## src/rtl/pc_select_reg_pkg.sv

```systemverilog
`default_nettype none
// ============================================================================
// Module  : pc_select_reg_pkg
// Purpose : Shared definitions for the next-PC selector and its decode users.
//           Holds the reset vector and increment defaults, the symbolic
//           redirect-source indices (lower index = higher priority) and a
//           helper that sizes source-index fields.
// Ports   : none (package)
// Revision: 1.0 - initial release
// ============================================================================
package pc_select_reg_pkg;

  localparam logic [31:0] C_RESET_VEC = 32'h0000_0000;
  localparam int          C_INCR      = 4;

  // Redirect source indices, highest priority first.
  localparam int C_SRC_TRAP   = 0;
  localparam int C_SRC_JUMP   = 1;
  localparam int C_SRC_BRANCH = 2;
  localparam int C_SRC_PRED   = 3;

  // Width of a field able to hold any index 0..n-1; never narrower than 1.
  function automatic int sel_width(input int n);
    return (n > 1) ? $clog2(n) : 1;
  endfunction

endpackage : pc_select_reg_pkg
`default_nettype wire

```

## src/rtl/pc_select_reg_prio_enc_lsb.sv

```systemverilog
`default_nettype none
// ============================================================================
// Module  : prio_enc_lsb
// Purpose : Lowest-set-bit priority encoder. Bit 0 has the highest priority.
// Ports   : req [N-1:0]  in   request vector
//           idx [SW-1:0] out  index of the lowest set bit (0 when none set)
//           any          out  at least one request bit is set
// Revision: 1.0 - initial release
// ============================================================================
module prio_enc_lsb #(
  parameter int N  = 4,
  parameter int SW = (N > 1) ? $clog2(N) : 1
) (
  input  logic [N-1:0]  req,
  output logic [SW-1:0] idx,
  output logic          any
);

  // Scan from the top so the lowest set bit is the last (winning) assignment.
  always_comb begin
    idx = '0;
    for (int i = N - 1; i >= 0; i--) begin
      if (req[i]) idx = SW'(i);
    end
  end

  assign any = |req;

endmodule : prio_enc_lsb
`default_nettype wire

```

## src/rtl/pc_select_reg.sv

```systemverilog
`default_nettype none
// ============================================================================
// Module  : pc_select_reg
// Purpose : Registered N-source next-PC selector for instruction fetch.
//           Fixed-priority redirect arbitration (source 0 highest), a
//           sequential increment path, stall hold and a one-entry pending
//           redirect buffer that captures redirects arriving during stall.
// Ports   : clk        in   rising-edge clock
//           rst_n      in   asynchronous active-low reset
//           stall      in   hold pc_q; redirects seen now are buffered
//           src_valid  in   per-source redirect request [N_SRC]
//           src_data   in   packed targets, source i at [i*WIDTH +: WIDTH]
//           pc_q       out  registered current PC
//           redirect_q out  pc_q came from a redirect on the last update
//           sel_q      out  index of the source that produced pc_q
//           pending_q  out  a buffered redirect waits for stall to drop
//           misalign_q out  pc_q[1:0] != 0
// Revision: 1.0 - initial release
// ============================================================================
module pc_select_reg
  import pc_select_reg_pkg::*;
#(
  parameter int               WIDTH     = 32,
  parameter int               N_SRC     = 4,
  parameter int               INCR      = C_INCR,
  parameter logic [WIDTH-1:0] RESET_VEC = C_RESET_VEC
) (
  input  logic                           clk,
  input  logic                           rst_n,
  input  logic                           stall,
  input  logic [N_SRC-1:0]               src_valid,
  input  logic [N_SRC*WIDTH-1:0]         src_data,
  output logic [WIDTH-1:0]               pc_q,
  output logic                           redirect_q,
  output logic [sel_width(N_SRC)-1:0]    sel_q,
  output logic                           pending_q,
  output logic                           misalign_q
);

  localparam int SW = sel_width(N_SRC);

  logic [WIDTH-1:0] w_lane [N_SRC];
  logic [SW-1:0]    w_win_idx;
  logic             w_any;
  logic [WIDTH-1:0] w_win_data;
  logic             w_take_live;

  logic [WIDTH-1:0] w_pc_next;
  logic [SW-1:0]    w_sel_next;
  logic             w_redir_next;

  logic [WIDTH-1:0] r_pc;
  logic [SW-1:0]    r_sel;
  logic             r_redir;
  logic             r_misalign;
  logic             r_pending;
  logic [WIDTH-1:0] r_pend_data;
  logic [SW-1:0]    r_pend_idx;

  prio_enc_lsb #(
    .N  (N_SRC),
    .SW (SW)
  ) u_prio (
    .req (src_valid),
    .idx (w_win_idx),
    .any (w_any)
  );

  for (genvar gi = 0; gi < N_SRC; gi++) begin : g_lane
    assign w_lane[gi] = src_data[gi*WIDTH +: WIDTH];
  end

  // Masked so an idle request vector never lets undriven lane data through.
  assign w_win_data = w_any ? w_lane[w_win_idx] : '0;

  // A live request beats the buffered one when it is of equal or higher
  // priority; on a tie the newest target from that source is used.
  assign w_take_live = w_any && (!r_pending || (w_win_idx <= r_pend_idx));

  always_comb begin
    w_pc_next    = r_pc + WIDTH'(INCR);
    w_sel_next   = r_sel;
    w_redir_next = 1'b0;
    if (w_take_live) begin
      w_pc_next    = w_win_data;
      w_sel_next   = w_win_idx;
      w_redir_next = 1'b1;
    end else if (r_pending) begin
      w_pc_next    = r_pend_data;
      w_sel_next   = r_pend_idx;
      w_redir_next = 1'b1;
    end
  end

  always_ff @(posedge clk or negedge rst_n) begin
    if (!rst_n) begin
      r_pc        <= RESET_VEC;
      r_sel       <= '0;
      r_redir     <= 1'b0;
      r_misalign  <= |RESET_VEC[1:0];
      r_pending   <= 1'b0;
      r_pend_data <= '0;
      r_pend_idx  <= '0;
    end else if (stall) begin
      if (w_take_live) begin
        r_pend_data <= w_win_data;
        r_pend_idx  <= w_win_idx;
        r_pending   <= 1'b1;
      end
    end else begin
      r_pc       <= w_pc_next;
      r_sel      <= w_sel_next;
      r_redir    <= w_redir_next;
      r_misalign <= |w_pc_next[1:0];
      r_pending  <= 1'b0;
    end
  end

  assign pc_q       = r_pc;
  assign redirect_q = r_redir;
  assign sel_q      = r_sel;
  assign pending_q  = r_pending;
  assign misalign_q = r_misalign;

endmodule : pc_select_reg
`default_nettype wire

```

## config.mk

```make
export PLATFORM = sky130hd
export DESIGN_NAME = pc_select_reg
export DESIGN_NICKNAME = d
export VERILOG_FILES = /design/src/rtl/pc_select_reg_pkg.sv /design/src/rtl/pc_select_reg_prio_enc_lsb.sv /design/src/rtl/pc_select_reg.sv
export SDC_FILE = /design/constraint.sdc
export NUM_CORES = 1
export LEC_CHECK = 0
export ABC_CLOCK_PERIOD_IN_PS = 3500
export CORE_MARGIN = 2
export CORE_UTILIZATION = 49
export CTS_CLUSTER_SIZE = 16
export DETAILED_ROUTE_END_ITERATION = 10
export MAX_ROUTING_LAYER = met4
export PLACE_DENSITY = 0.83
export SYNTH_ARGS = -nofsm -noshare
export SYNTH_HDL_FRONTEND = slang
export SYNTH_HIERARCHICAL = 1
export SYNTH_SLANG_ARGS = --single-unit
```

## constraint.sdc

```tcl
create_clock -name clk -period 3.5 [get_ports clk]
set_input_delay 0.7 -clock clk [delete_from_list [all_inputs] [get_ports clk]]
set_output_delay 0.7 -clock clk [all_outputs]
set_load 0.1 [all_outputs]
```

# After elaboration in Yosys (flattened, before gate mapping)
# Cells that the tools add are included.
dict set report totals {
  input_bits 135
  ram_bits 0
  latch_bits 0
  output_inout_bits 37
  memories 0
  romBits 0
  register_bits 71
}
dict set report op_classes {
  shift 0
  reduce_logical 8
  bitwise 2
  n_mux 16
  n_lt_le_gt_ge 2
  addsub 1
  eq_ne 1
  div 0
  mul 0
}
# cell n
set ops {}
lappend ops {{two-way mux 32 bit} 5}
lappend ops {{binary-select mux 32 bit (select 2 bit)} 1}
lappend ops {{adder 32 x 3 -> 32 bit, second input constant} 1}
lappend ops {{two-way mux 2 bit} 6}
lappend ops {{two-way mux 1 bit} 4}
lappend ops {{AND reduction 2 bit} 2}
lappend ops {{OR reduction 4 bit} 1}
lappend ops {{greater-or-equal comparator 3 bit, second input constant} 1}
lappend ops {{NOT 2 -> 3 bit} 1}
lappend ops {{<= comparator 2 bit} 1}
lappend ops {{inequality test 2 x 1 -> 1 bit, second input constant} 1}
lappend ops {{nonzero test 2 bit} 1}
lappend ops {{OR reduction 2 bit} 1}
lappend ops {{logical AND 1 bit} 1}
lappend ops {{zero test 1 bit} 1}
lappend ops {{logical OR 1 bit} 1}
lappend ops {{NOT 1 bit} 1}

# Depth between registers and ports, before layout
# Gate-level depths: netlist of run 1.
dict set report logic_depth {
  ltp_word 11
  depth_mapped 15
  mapped_depth_nobuf 9
}

# Hierarchy
# The synthesis of run 1 kept the hierarchy.
# mod area_per_inst_um2 seq_area_each_um2 instances cells_per_inst
set by_module_without_submodules {}
lappend by_module_without_submodules {pc_select_reg 4765.8 1776.7 1 463}
lappend by_module_without_submodules {prio_enc_lsb 35.0 0.0 1 7}

# Worst setup path after synthesis of run 1
# Ideal clock, no wire load.
dict set report synth_path {
  kind {input port to flip-flop}
  from {input port src_valid[2]}
  to {register r_pend_data[0]}
  t_arrival_ns 3.174
  n_path_buf 4
  path_stages 13
  slack_ns 0.201
  setup_time_ns 0.125
  required_ns 3.375
  path_cell_list {nand2b_1 a21oi_2 buf_4 buf_2 buf_4 inv_1 ha_1 a21bo_2 nand2_1 nand2_1 nand2_1 buf_2 mux2_2}
}
dict set report synth_between {
  elab_chain_cells 8
  word_cells_on_any_way 13
  cone_classes {1 x order compare; 7 x mux; 1 x bitwise; 4 x reduce/logical}
}
# element line
set synth_lines {}
lappend synth_lines {{start: declaration} pc_select_reg.sv:31} ;# input logic [N_SRC-1:0] src_valid,
lappend synth_lines {{two-way mux 2 bit * (3 in a row)} pc_select_reg_prio_enc_lsb.sv:23} ;# if (req[i]) idx = SW'(i);
lappend synth_lines {{via w_win_idx[0]} pc_select_reg.sv:43} ;# logic [SW-1:0] w_win_idx;
lappend synth_lines {{NOT 2 -> 3 bit (not written as such)} pc_select_reg.sv:74} ;# assign w_win_data = w_any ? w_lane[w_win_idx] : '0;
lappend synth_lines {{binary-select mux 32 bit (select 2 bit)} pc_select_reg.sv:74}
lappend synth_lines {{two-way mux 32 bit (not written as such) (2 in a row)} pc_select_reg.sv:74}
lappend synth_lines {{two-way mux 32 bit} pc_select_reg.sv:74}
lappend synth_lines {{end signal: assignment} pc_select_reg.sv:106} ;# r_pend_data <= w_win_data;
lappend synth_lines {{end: declaration} pc_select_reg.sv:57} ;# logic [WIDTH-1:0] r_pend_data;
# Mark *: on every way through the listed nets, which the timed path passes. The rest lies on a longest branch. The select of a mux whose other input is x is not followed.
# A chain may end at the register's enable or synchronous reset.

# Worst setup path after layout of run 1
dict set report layout_path {
  from {input port src_valid[2]}
  to {register r_pc[16] (netlist: pc_q[16])}
}
dict set report layout_between {
  elab_chain_cells 9
  word_cells_on_any_way 13
  cone_classes {1 x order compare; 8 x mux; 1 x bitwise; 3 x reduce/logical}
}
# element line
set layout_lines {}
lappend layout_lines {{two-way mux 2 bit * (3 in a row)} pc_select_reg_prio_enc_lsb.sv:23}
lappend layout_lines {{via w_win_idx[0]} pc_select_reg.sv:43}
lappend layout_lines {{NOT 2 -> 3 bit (not written as such)} pc_select_reg.sv:74}
lappend layout_lines {{binary-select mux 32 bit (select 2 bit)} pc_select_reg.sv:74}
lappend layout_lines {{two-way mux 32 bit (not written as such) (2 in a row)} pc_select_reg.sv:74}
lappend layout_lines {{two-way mux 32 bit} pc_select_reg.sv:74}
lappend layout_lines {{two-way mux 32 bit *} pc_select_reg.sv:84} ;# if (w_take_live) begin
lappend layout_lines {{end signal: assignment} pc_select_reg.sv:111} ;# r_pc <= w_pc_next;
lappend layout_lines {{end: declaration} pc_select_reg.sv:52} ;# logic [WIDTH-1:0] r_pc;
# Marked as above.

==> flow_summary.json, run 1 <==
{
  "status": "complete, no violations",
  "cts_tree": "built",
  "rows": 36,
  "track_usage": 0.2813,
  "syn_area_mm2": 0.004801,
  "slowest_delay_ns": 0.43,
  "p_total_uw": 3639,
  "async_reset_ff_frac": 1.000,
  "leakagePower_uw": 0.002658,
  "die_w_um": 103.0,
  "synth-edff-count": 0,
  "syn_inst": 470,
  "nNetsFinal": 771,
  "yosysSeqAreaShare": 0.3701,
  "synth_cell_types": 55,
  "worstPathMaxFanout": 7,
  "worstSetupStartpointType": "input port",
  "cts_root_buffer": "clkbuf_8",
  "nFillCells": 747,
  "clock_latency_ns": 0.34,
  "place_inst": 755,
  "via_count": 4689,
  "slowest_stage": "o311ai_0",
  "start_util": 0.4981,
  "detail_route.wl_per_cell_um": 18.57,
  "fin_crit_ns": 3.018,
  "crit_path_end_kind": "register",
  "path_class": "input port to register",
  "whs_ns": 0.4627,
  "drive_gt1_frac": 0.2186,
  "viasPerCell": 6.098,
  "area_delta_synth_final_pct": 39.93,
  "worst-path-buf-inv": 2,
  "cts-resized-gates": 0,
  "num_io_pins": 172,
  "setup_viol": 0,
  "fmax_ghz": 0.3314,
  "grt_max_degree": 56,
  "rsz0062_at_grt": "false",
  "powerDensity_mw_per_mm2": 541.6,
  "first_pass_iters": 6,
  "drtIter0Drc": 326,
  "grt_first_pass_wirelength_mm": 22.35,
  "maxSlewViolCount": 0,
  "clkSlewWorstSetupHoldPaths_ns": 0.08,
  "routed_wirelength_mm": 14.28,
  "antennaDiodeCount": 0,
  "core-area_mm2": 0.009639,
  "io_buffers": 171,
  "cp_top_family": "simple AND/OR/NAND/NOR gates",
  "hold_viol_final": 0,
  "timing.setup.tns_ns": 0,
  "die_area_mm2": 0.01061,
  "h-tree-depth": 3,
  "drc": 0,
  "fin_worst_skew_ns": 0.009771,
  "ant_nets": 0,
  "first_global_vias": 4636,
  "maxCapViolations": 0,
  "yosysWarnings": 6,
  "cp.arrival_ns": 3.23,
  "synth.ff_latch_count": 71,
  "dp_hpwl_mm": 10.49,
  "fin_crit_sh": 0.8623,
  "die_height_um": 103.0,
  "avgSynthCellArea_um2": 10.21,
  "cts_buffers": 9,
  "antenna_found_initial": 0,
  "grt_remaining_overflow": 0,
  "relSlewSlack": 0.3154,
  "clock_sink_count": 71,
  "worst_slew_pin_slew_ns": 1.023,
  "clock_path_buffers": 2,
  "ys.flop_type": "dfrtp_1",
  "ir_worst_vdd_mv": 0.2730,
  "worstPathRequired_ns": 3.71,
  "cts_setup_buffers": 0,
  "gp_congestion": 0.9102,
  "min_path_type": "input port to asynchronous set/reset pin",
  "hold_buffers": 0,
  "cp_cell_sequence": "clkdlybuf4s50_1 > nand2b_1 > a21oi_4 > inv_1 > ha_1 > a21bo_2 > and2_1 > nor2_1 > nand2_1 > o311ai_0",
  "post-route-util": 0.6969,
  "fin_cells": 769,
  "synth_nets": 608
}
[metrics by stage]
stage | worst slack, ns | cell area [um2]
finish | 0.4821 | 6718
global route | 0.2726 | 6718
CTS | 0.5198 | 6718
detailed placement | 0.1577 | 6554
global placement | 0.2716 | 6554
floorplan | 0.2015 | 4801
[placed cells by master, fill, tap and decap left out, types with 4 or more instances in the layout]
| cell | netlist | layout |
|---|---|---|
| dfrtp_1 | 71 | 71 |
| mux4_2 | 32 | 32 |
| nand2_1 | 54 | 54 |
| and2_1 | 9 | 9 |
| a31oi_1 | 9 | 9 |
| o211ai_1 | 8 | 8 |
| buf_4 | 5 | 48 |
| and3_1 | 7 | 7 |
| a21oi_1 | 19 | 19 |
| nand2b_1 | 7 | 7 |
| mux2_2 | 34 | 34 |
| o31ai_1 | 6 | 6 |
| clkbuf_8 | 0 | 11 |
| mux2i_1 | 6 | 6 |
| clkdlybuf4s50_1 | 0 | 136 |
| nor2_1 | 36 | 36 |
| o21ai_0 | 14 | 14 |
| nand4_1 | 12 | 12 |
| nand3_1 | 13 | 13 |
| o311ai_0 | 5 | 5 |
| inv_1 | 12 | 12 |
| xnor2_1 | 4 | 4 |
| xor2_1 | 10 | 10 |
| nor3_1 | 17 | 16 |
| o221ai_1 | 7 | 7 |
[path summary, 6_finish.rpt]
path | from | endpoint | slack [ns] | cells after the start
max in group asynchronous | rst_n | r_pend_data[13] | 2.21 | 2
worst max register to register | pc_q[2] | pc_q[18] | 1.06 | 6
worst min register to register | r_pend_data[9] | r_pend_data[9] | 0.51 | 1
min in group clk | r_pend_data[9] | r_pend_data[9] | 0.51 | 1
worst min-delay path | rst_n | r_pend_data[14] | 0.46 | 1
worst max-delay path | src_valid[2] | pc_q[16] | 0.48 | 10
[layer usage]
metal | up-vias | track usage | part of all wire
li1 | 2100 | - | -
met1 | 2326 | 0.3455 | 0.40
met2 | 229 | 0.4745 | 0.52
met3 | 34 | 0.03390 | 0.057
met4 | 0 | 0.1113 | 0.022
met5 | - | - | 0
[Yosys cell counts (3+ instances only)]
library cell	n	area share
or3_1	3	0.0039
nand2b_1	7	0.0091
o21ai_0	14	0.015
o21a_1	3	0.0047
a21oi_1	19	0.020
a2bb2oi_1	3	0.0055
nor3_1	17	0.018
o211ai_1	8	0.013
clkbuf_1	17	0.013
o31ai_1	6	0.0094
mux2i_1	6	0.013
and3_1	7	0.0091
ha_1	3	0.0078
buf_2	10	0.010
mux4_2	32	0.15
a211oi_1	3	0.0047
xor2_1	10	0.018
o221ai_1	7	0.013
mux2_2	34	0.080
inv_1	12	0.0094
xnor2_1	4	0.0073
a31oi_1	9	0.012
nand4_1	12	0.016
nor2_1	36	0.028
o311ai_0	5	0.0091
buf_4	5	0.0078
nand3_1	13	0.014
dfrtp_1	71	0.37
and2_1	9	0.012
nand2_1	54	0.042
[registers in the layout, indices dropped and copies added (netlist names)]
signal	flops
misalign_q	1
r_pend_data	32
sel_q	2
pending_q	1
redirect_q	1
pc_q	32
r_pend_idx	2
[worst register-to-register path: stages, from the launching register on]
cell     delay, ns
dfrtp_1       0.47
ha_1          0.25
nand4_1       0.28
nor2_1        0.56
nand2_1       0.21
o311a_1       0.35
o32ai_1       0.22
[kinds of logic (layout without fill, tap and decap cells)]
family / after synthesis / count (layout) / share of synthesized area
and+or+nand+nor: 169 / 169 / 0.1699
AOI/OAI and AO/OA: 94 / 94 / 0.1379
muxes: 72 / 72 / 0.2424
DFF: 71 / 71 / 0.3701
buffers and inverters: 47 / 213 / 0.04639
xor gates and xnor gates: 14 / 14 / 0.02554
adders and majority gates: 3 / 3 / 0.007819
[final cells by class]
class	instances	area, um2	share of cell area
Inverter	12	45.04	0.006705
Multi-Input combinational cell	352	2814	0.4189
Timing Repair Buffer	187	1752	0.2608
Clock inverter	1	5.005	0.0007450
Sequential cell	71	1777	0.2645
Clock buffer	13	158.9	0.02365
Tap cell	133	166.4	0.02477
[power by group]
group          switching, uW  total, uW  internal, uW
logic                   1190       1820           633
registers                211       1240          1030
clock network            291        579           288
Note: power is estimated with default switching activity, not from simulation.
==> run 2: changes to the inputs <==
Settings changed: CORE_ASPECT_RATIO from default to 2.
==> run 2 against run 1 <==
Compared with the run above:
- first-iteration DRC count is 26% higher
- sequential cell count did not move
- via count is 0.51% higher
- critical path type unchanged
- critical endpoint unchanged
==> flow_summary.json, run 2 (synthesis results as in run 1) <==
{
  "status": "complete, no violations",
  "cts_tree": "built",
  "detail_route.wl_per_cell_um": 19.60,
  "antennaDiodeCount": 0,
  "cp.arrival_ns": 3.17,
  "die_w_um": 73.99,
  "grt_first_pass_wirelength_mm": 23.12,
  "die_height_um": 144.0,
  "grt_max_degree": 56,
  "num_io_pins": 172,
  "antenna_found_initial": 0,
  "h-tree-depth": 3,
  "fin_worst_skew_ns": 0.005356,
  "die_area_mm2": 0.01065,
  "rows": 51,
  "grt_remaining_overflow": 0,
  "rsz0062_at_grt": "false",
  "timing.setup.tns_ns": 0,
  "maxSlewViolCount": 0,
  "worstPathMaxFanout": 7,
  "r2r-end": "pc_q[18]",
  "maxCapViolations": 0,
  "path_depth": 10,
  "min_path_type": "input port to asynchronous set/reset pin",
  "first_pass_iters": 7,
  "cp_top_family": "simple AND/OR/NAND/NOR gates",
  "setup_viol": 0,
  "drc": 0,
  "fmax_ghz": 0.3371,
  "first_global_vias": 4910,
  "path_class": "input port to register",
  "hold_viol_final": 0,
  "nFillCells": 708,
  "final_common_cell": "clkdlybuf4s50_1",
  "r2r_setup_slack_ns": 1.15,
  "worstSetupStartpointType": "input port",
  "cts-resized-gates": 0,
  "relSlewSlack": 0.3427,
  "powerDensity_mw_per_mm2": 589.7,
  "fin_crit_sh": 0.8475,
  "gp_congestion": 0.9064,
  "worst_slew_pin_slew_ns": 0.9828,
  "core-area_mm2": 0.009635,
  "cts_buffers": 9,
  "area_delta_synth_final_pct": 42.87,
  "via_count": 4713,
  "fin_crit_ns": 2.966,
  "nNetsFinal": 769,
  "clock_latency_ns": 0.34,
  "ant_nets": 0,
  "start_util": 0.4982,
  "drive_gt1_frac": 0.2142,
  "clock_sink_count": 71,
  "ir_worst_vdd_mv": 0.3127,
  "leakagePower_uw": 0.002709,
  "post-route-util": 0.7119,
  "io_buffers": 171,
  "viasPerCell": 6.145,
  "ff2ff_path_depth": 6,
  "slowest_stage": "o311ai_0",
  "cts_root_buffer": "clkbuf_16",
  "slowest_delay_ns": 0.44,
  "routed_wirelength_mm": 15.03,
  "worstPathRequired_ns": 3.71,
  "r2r-start": "pc_q[2]",
  "dp_hpwl_mm": 11.05,
  "hold_buffers": 0,
  "worst-path-buf-inv": 2,
  "cp_cell_sequence": "clkdlybuf4s50_1 > nand2b_1 > a21oi_4 > inv_1 > ha_1 > a21bo_2 > and2_1 > nor2_1 > nand2_1 > o311ai_0",
  "cts_setup_buffers": 0,
  "clock_path_buffers": 2,
  "clkSlewWorstSetupHoldPaths_ns": 0.06,
  "layout_common_cells": "clkdlybuf4s50_1 (140), dfrtp_1 (71), nand2_1 (54)",
  "crit_path_end_kind": "register",
  "drtIter0Drc": 412,
  "track_usage": 0.2924
}
-- run 2: cell types whose count changed in the layout (fill, tap and decap cells not counted), sizes merged --
cell           previous run  this run
buf                      51        45
bufinv                    0         2
clkbuf                   13         9
clkdlybuf4s50           136       140
clkinv                    1         3
clkinvlp                  0         1
-- run 2: worst max path at each step --
stage                           endpoint  slack [ns]    startpoint
after CTS                       pc_q[16]        0.53  src_valid[2]
after global placement        misalign_q        0.28  src_valid[2]
final                           pc_q[16]        0.53  src_valid[2]
after detailed placement        pc_q[16]        0.19  src_valid[2]
after global routing            pc_q[16]        0.35  src_valid[2]
after floorplan           r_pend_data[0]        0.20  src_valid[2]
-- run 2: per-layer routing --
| metal | GRT usage | vias to the layer above | routed length (um) |
|---|---|---|---|
| li1 | - | 2098 | - |
| met5 | - | - | 0 |
| met1 | 0.3242 | 2371 | 5371 |
| met3 | 0.03972 | 26 | 870 |
| met2 | 0.5061 | 218 | 8397 |
| met4 | 0.1378 | 0 | 393 |
-- run 2: power by group --
group	total (uW)	switching [uW]	internal, uW
Combinational	1820	1190	634
Clock	975	357	618
Sequential	1250	219	1030
-- run 2: metrics by stage --
step	std cells	setup WS, ns	hold WS (ns)	instance area, um2	total power [uW]
finish	767	0.5338	0.4599	6859	4045
global route	767	0.3548	0.5082	6859	4202
CTS	767	0.5317	0.4853	6859	4045
detailed placement	752	0.1873	0.4803	6548	3071
global placement	752	0.2754	0.4711	6548	3012
floorplan	470	0.2015	0.4044	4801	2517
-- run 2: area by class of cell --
cell class | instances | area, um2 | area share
Clock inverter | 6 | 86.33 | 0.01259
Tap cell | 132 | 165.2 | 0.02408
Timing Repair Buffer | 185 | 1747 | 0.2547
Multi-Input combinational cell | 352 | 2814 | 0.4103
Sequential cell | 71 | 1777 | 0.2590
Inverter | 12 | 45.04 | 0.006567
Clock buffer | 9 | 225.2 | 0.03283
==> run 3: changes to the inputs <==
Settings changed: ABC_CLOCK_PERIOD_IN_PS 3500 to 3050, CORE_UTILIZATION 49 to 46, PLACE_DENSITY 0.83 to 0.79.
Clock period 3.5 ns to 3.05 ns, I/O delays scaled along.
==> run 3 against run 2 <==
Compared with the run above:
- wire length up 0.31%
- first-iteration DRC count down 21%
- hold slack worse by 0.20 ns
- sequential cell count unchanged
- worst setup slack worse by 0.30 ns
- non-clock buffer count up 14
- largest cell class unchanged
- core utilization down 2.8 points
- clock power up 6%
- clock skew about the same
==> flow_summary.json, run 3 (synthesis results as in run 1) <==
{
  "status": "complete, no violations",
  "cts_root_buffer": "clkbuf_16",
  "clock_sink_count": 71,
  "core-area_mm2": 0.01015,
  "crit_path_end_kind": "register",
  "p_sw_uw": 2023,
  "nNetsFinal": 783,
  "clock_path_buffers": 2,
  "drc": 0,
  "switching_share": 0.4414,
  "dp_hpwl_mm": 11.50,
  "num_io_pins": 172,
  "first_pass_iters": 5,
  "maxSlewViolCount": 0,
  "fin_cells": 785,
  "pwr-share-clk": 0.226,
  "rsz0062_at_grt": "false",
  "via_count": 4664,
  "gp_congestion": 0.9533,
  "setup_viol": 0,
  "antenna_found_initial": 0,
  "fin_crit_ns": 2.811,
  "pwr-share-seq": 0.312,
  "grt_max_degree": 72,
  "powerDensity_mw_per_mm2": 660.3,
  "die_height_um": 148.5,
  "io_buffers": 171,
  "place_inst": 769,
  "fin_crit_sh": 0.9218,
  "r2r-start": "pc_q[2]",
  "drtIter0Drc": 325,
  "area_delta_synth_final_pct": 44.57,
  "antennaDiodeCount": 0,
  "min_path_type": "input port to asynchronous set/reset pin",
  "nFillCells": 796,
  "fin_worst_skew_ns": 0.005487,
  "ff_latch_area_mm2": 0.001777,
  "clock_latency_ns": 0.34,
  "grt_first_pass_wirelength_mm": 24.06,
  "r2r-end": "pc_q[18]",
  "final_common_cell": "clkdlybuf4s50_1",
  "worst_slew_pin_slew_ns": 0.5986,
  "ir_worst_vdd_mv": 0.3992,
  "fmax_ghz": 0.3557,
  "start_util": 0.4730,
  "path_class": "input port to register",
  "post-route-util": 0.6838,
  "ff2ff_path_depth": 6,
  "worstSetupStartpoint": "src_valid[2]",
  "maxCapViolations": 0,
  "die_w_um": 76.24,
  "r2r_setup_slack_ns": 0.71,
  "timing.setup.tns_ns": 0,
  "leakagePower_uw": 0.002777,
  "cts_tree": "built",
  "internal_power_uw": 2560,
  "h-tree-depth": 3,
  "drive_gt1_frac": 0.2415,
  "ant_nets": 0,
  "layout_common_cells": "clkdlybuf4s50_1 (132), dfrtp_1 (71), buf_4 (63)",
  "p_total_uw": 4583,
  "cp.arrival_ns": 3.02,
  "detail_route.wl_per_cell_um": 19.21,
  "worstSetupStartpointType": "input port",
  "cts_buffers": 9,
  "clkSlewWorstSetupHoldPaths_ns": 0.06,
  "first_global_vias": 4919,
  "relSlewSlack": 0.6010,
  "cts_setup_buffers": 0,
  "grt_remaining_overflow": 0,
  "worstPathMaxFanout": 7,
  "rows": 52,
  "multi_input_area_mm2": 0.002814,
  "viasPerCell": 5.941,
  "hold_buffers": 0,
  "hold_viol_final": 0,
  "routed_wirelength_mm": 15.08,
  "die_area_mm2": 0.01132,
  "worstPathRequired_ns": 3.26,
  "track_usage": 0.2776,
  "combPwrFrac": 0.462,
  "cts-resized-gates": 0
}
[run 3: cell types whose count changed in the layout (fill, tap and decap cells not counted)]
cell / delta
clkbuf_1: +2
clkinvlp_4: +1
clkinv_2: -1
clkdlybuf4s50_1: -8
buf_12: +1
bufinv_16: -1
buf_4: +21
[run 3: worst max-delay path by stage]
stage                          end  cells after the start
after detailed placement  pc_q[16]                     10
after global routing      pc_q[16]                     10
after CTS                 pc_q[16]                     10
after global placement    pc_q[18]                     11
after floorplan            pc_q[3]                     15
final                     pc_q[16]                     10
[run 3: worst max-delay path, cell delays in order]
cell	delay, ns
clkdlybuf4s50_1	0.41
nand2b_1	0.18
a21oi_4	0.18
inv_1	0.07
ha_1	0.29
a21bo_2	0.22
and2_1	0.17
nor2_1	0.25
nand2_1	0.25
o311ai_0	0.40
[run 3: metal layers]
metal	up-vias	track usage	share of wire
met5	-	-	0
met4	0	0.1300	0.034
met3	42	0.03762	0.048
met2	193	0.5124	0.56
met1	2312	0.2885	0.36
li1	2117	-	-
[run 3: metrics by stage]
step	instance area, um2	hold WS, ns	setup slack, ns
detailed placement	6649	0.4843	-0.08018
finish	6940	0.2626	0.2386
CTS	6940	0.3151	0.2589
global route	6940	0.3182	0.05986
global placement	6649	0.4675	0.008380
floorplan	4815	0.3144	0.01980
[run 3: power by group through the flow]
stage,Sequential [uW],Combinational (uW),Clock (uW)
after CTS,1420,2120,1040
after floorplan,2170,721,0
final,1430,2120,1030
after global placement,1420,2070,0
after global routing,1460,2230,1080
after detailed placement,1440,2110,0
[run 3: final cells by class]
cell class	count	area share
inverters	12	0.006490
well taps	135	0.02434
repair buffers	199	0.2657
clock buffers	11	0.03353
flip-flops and latches	71	0.2560
multi-input cells	352	0.4054
clock inverters	5	0.008473
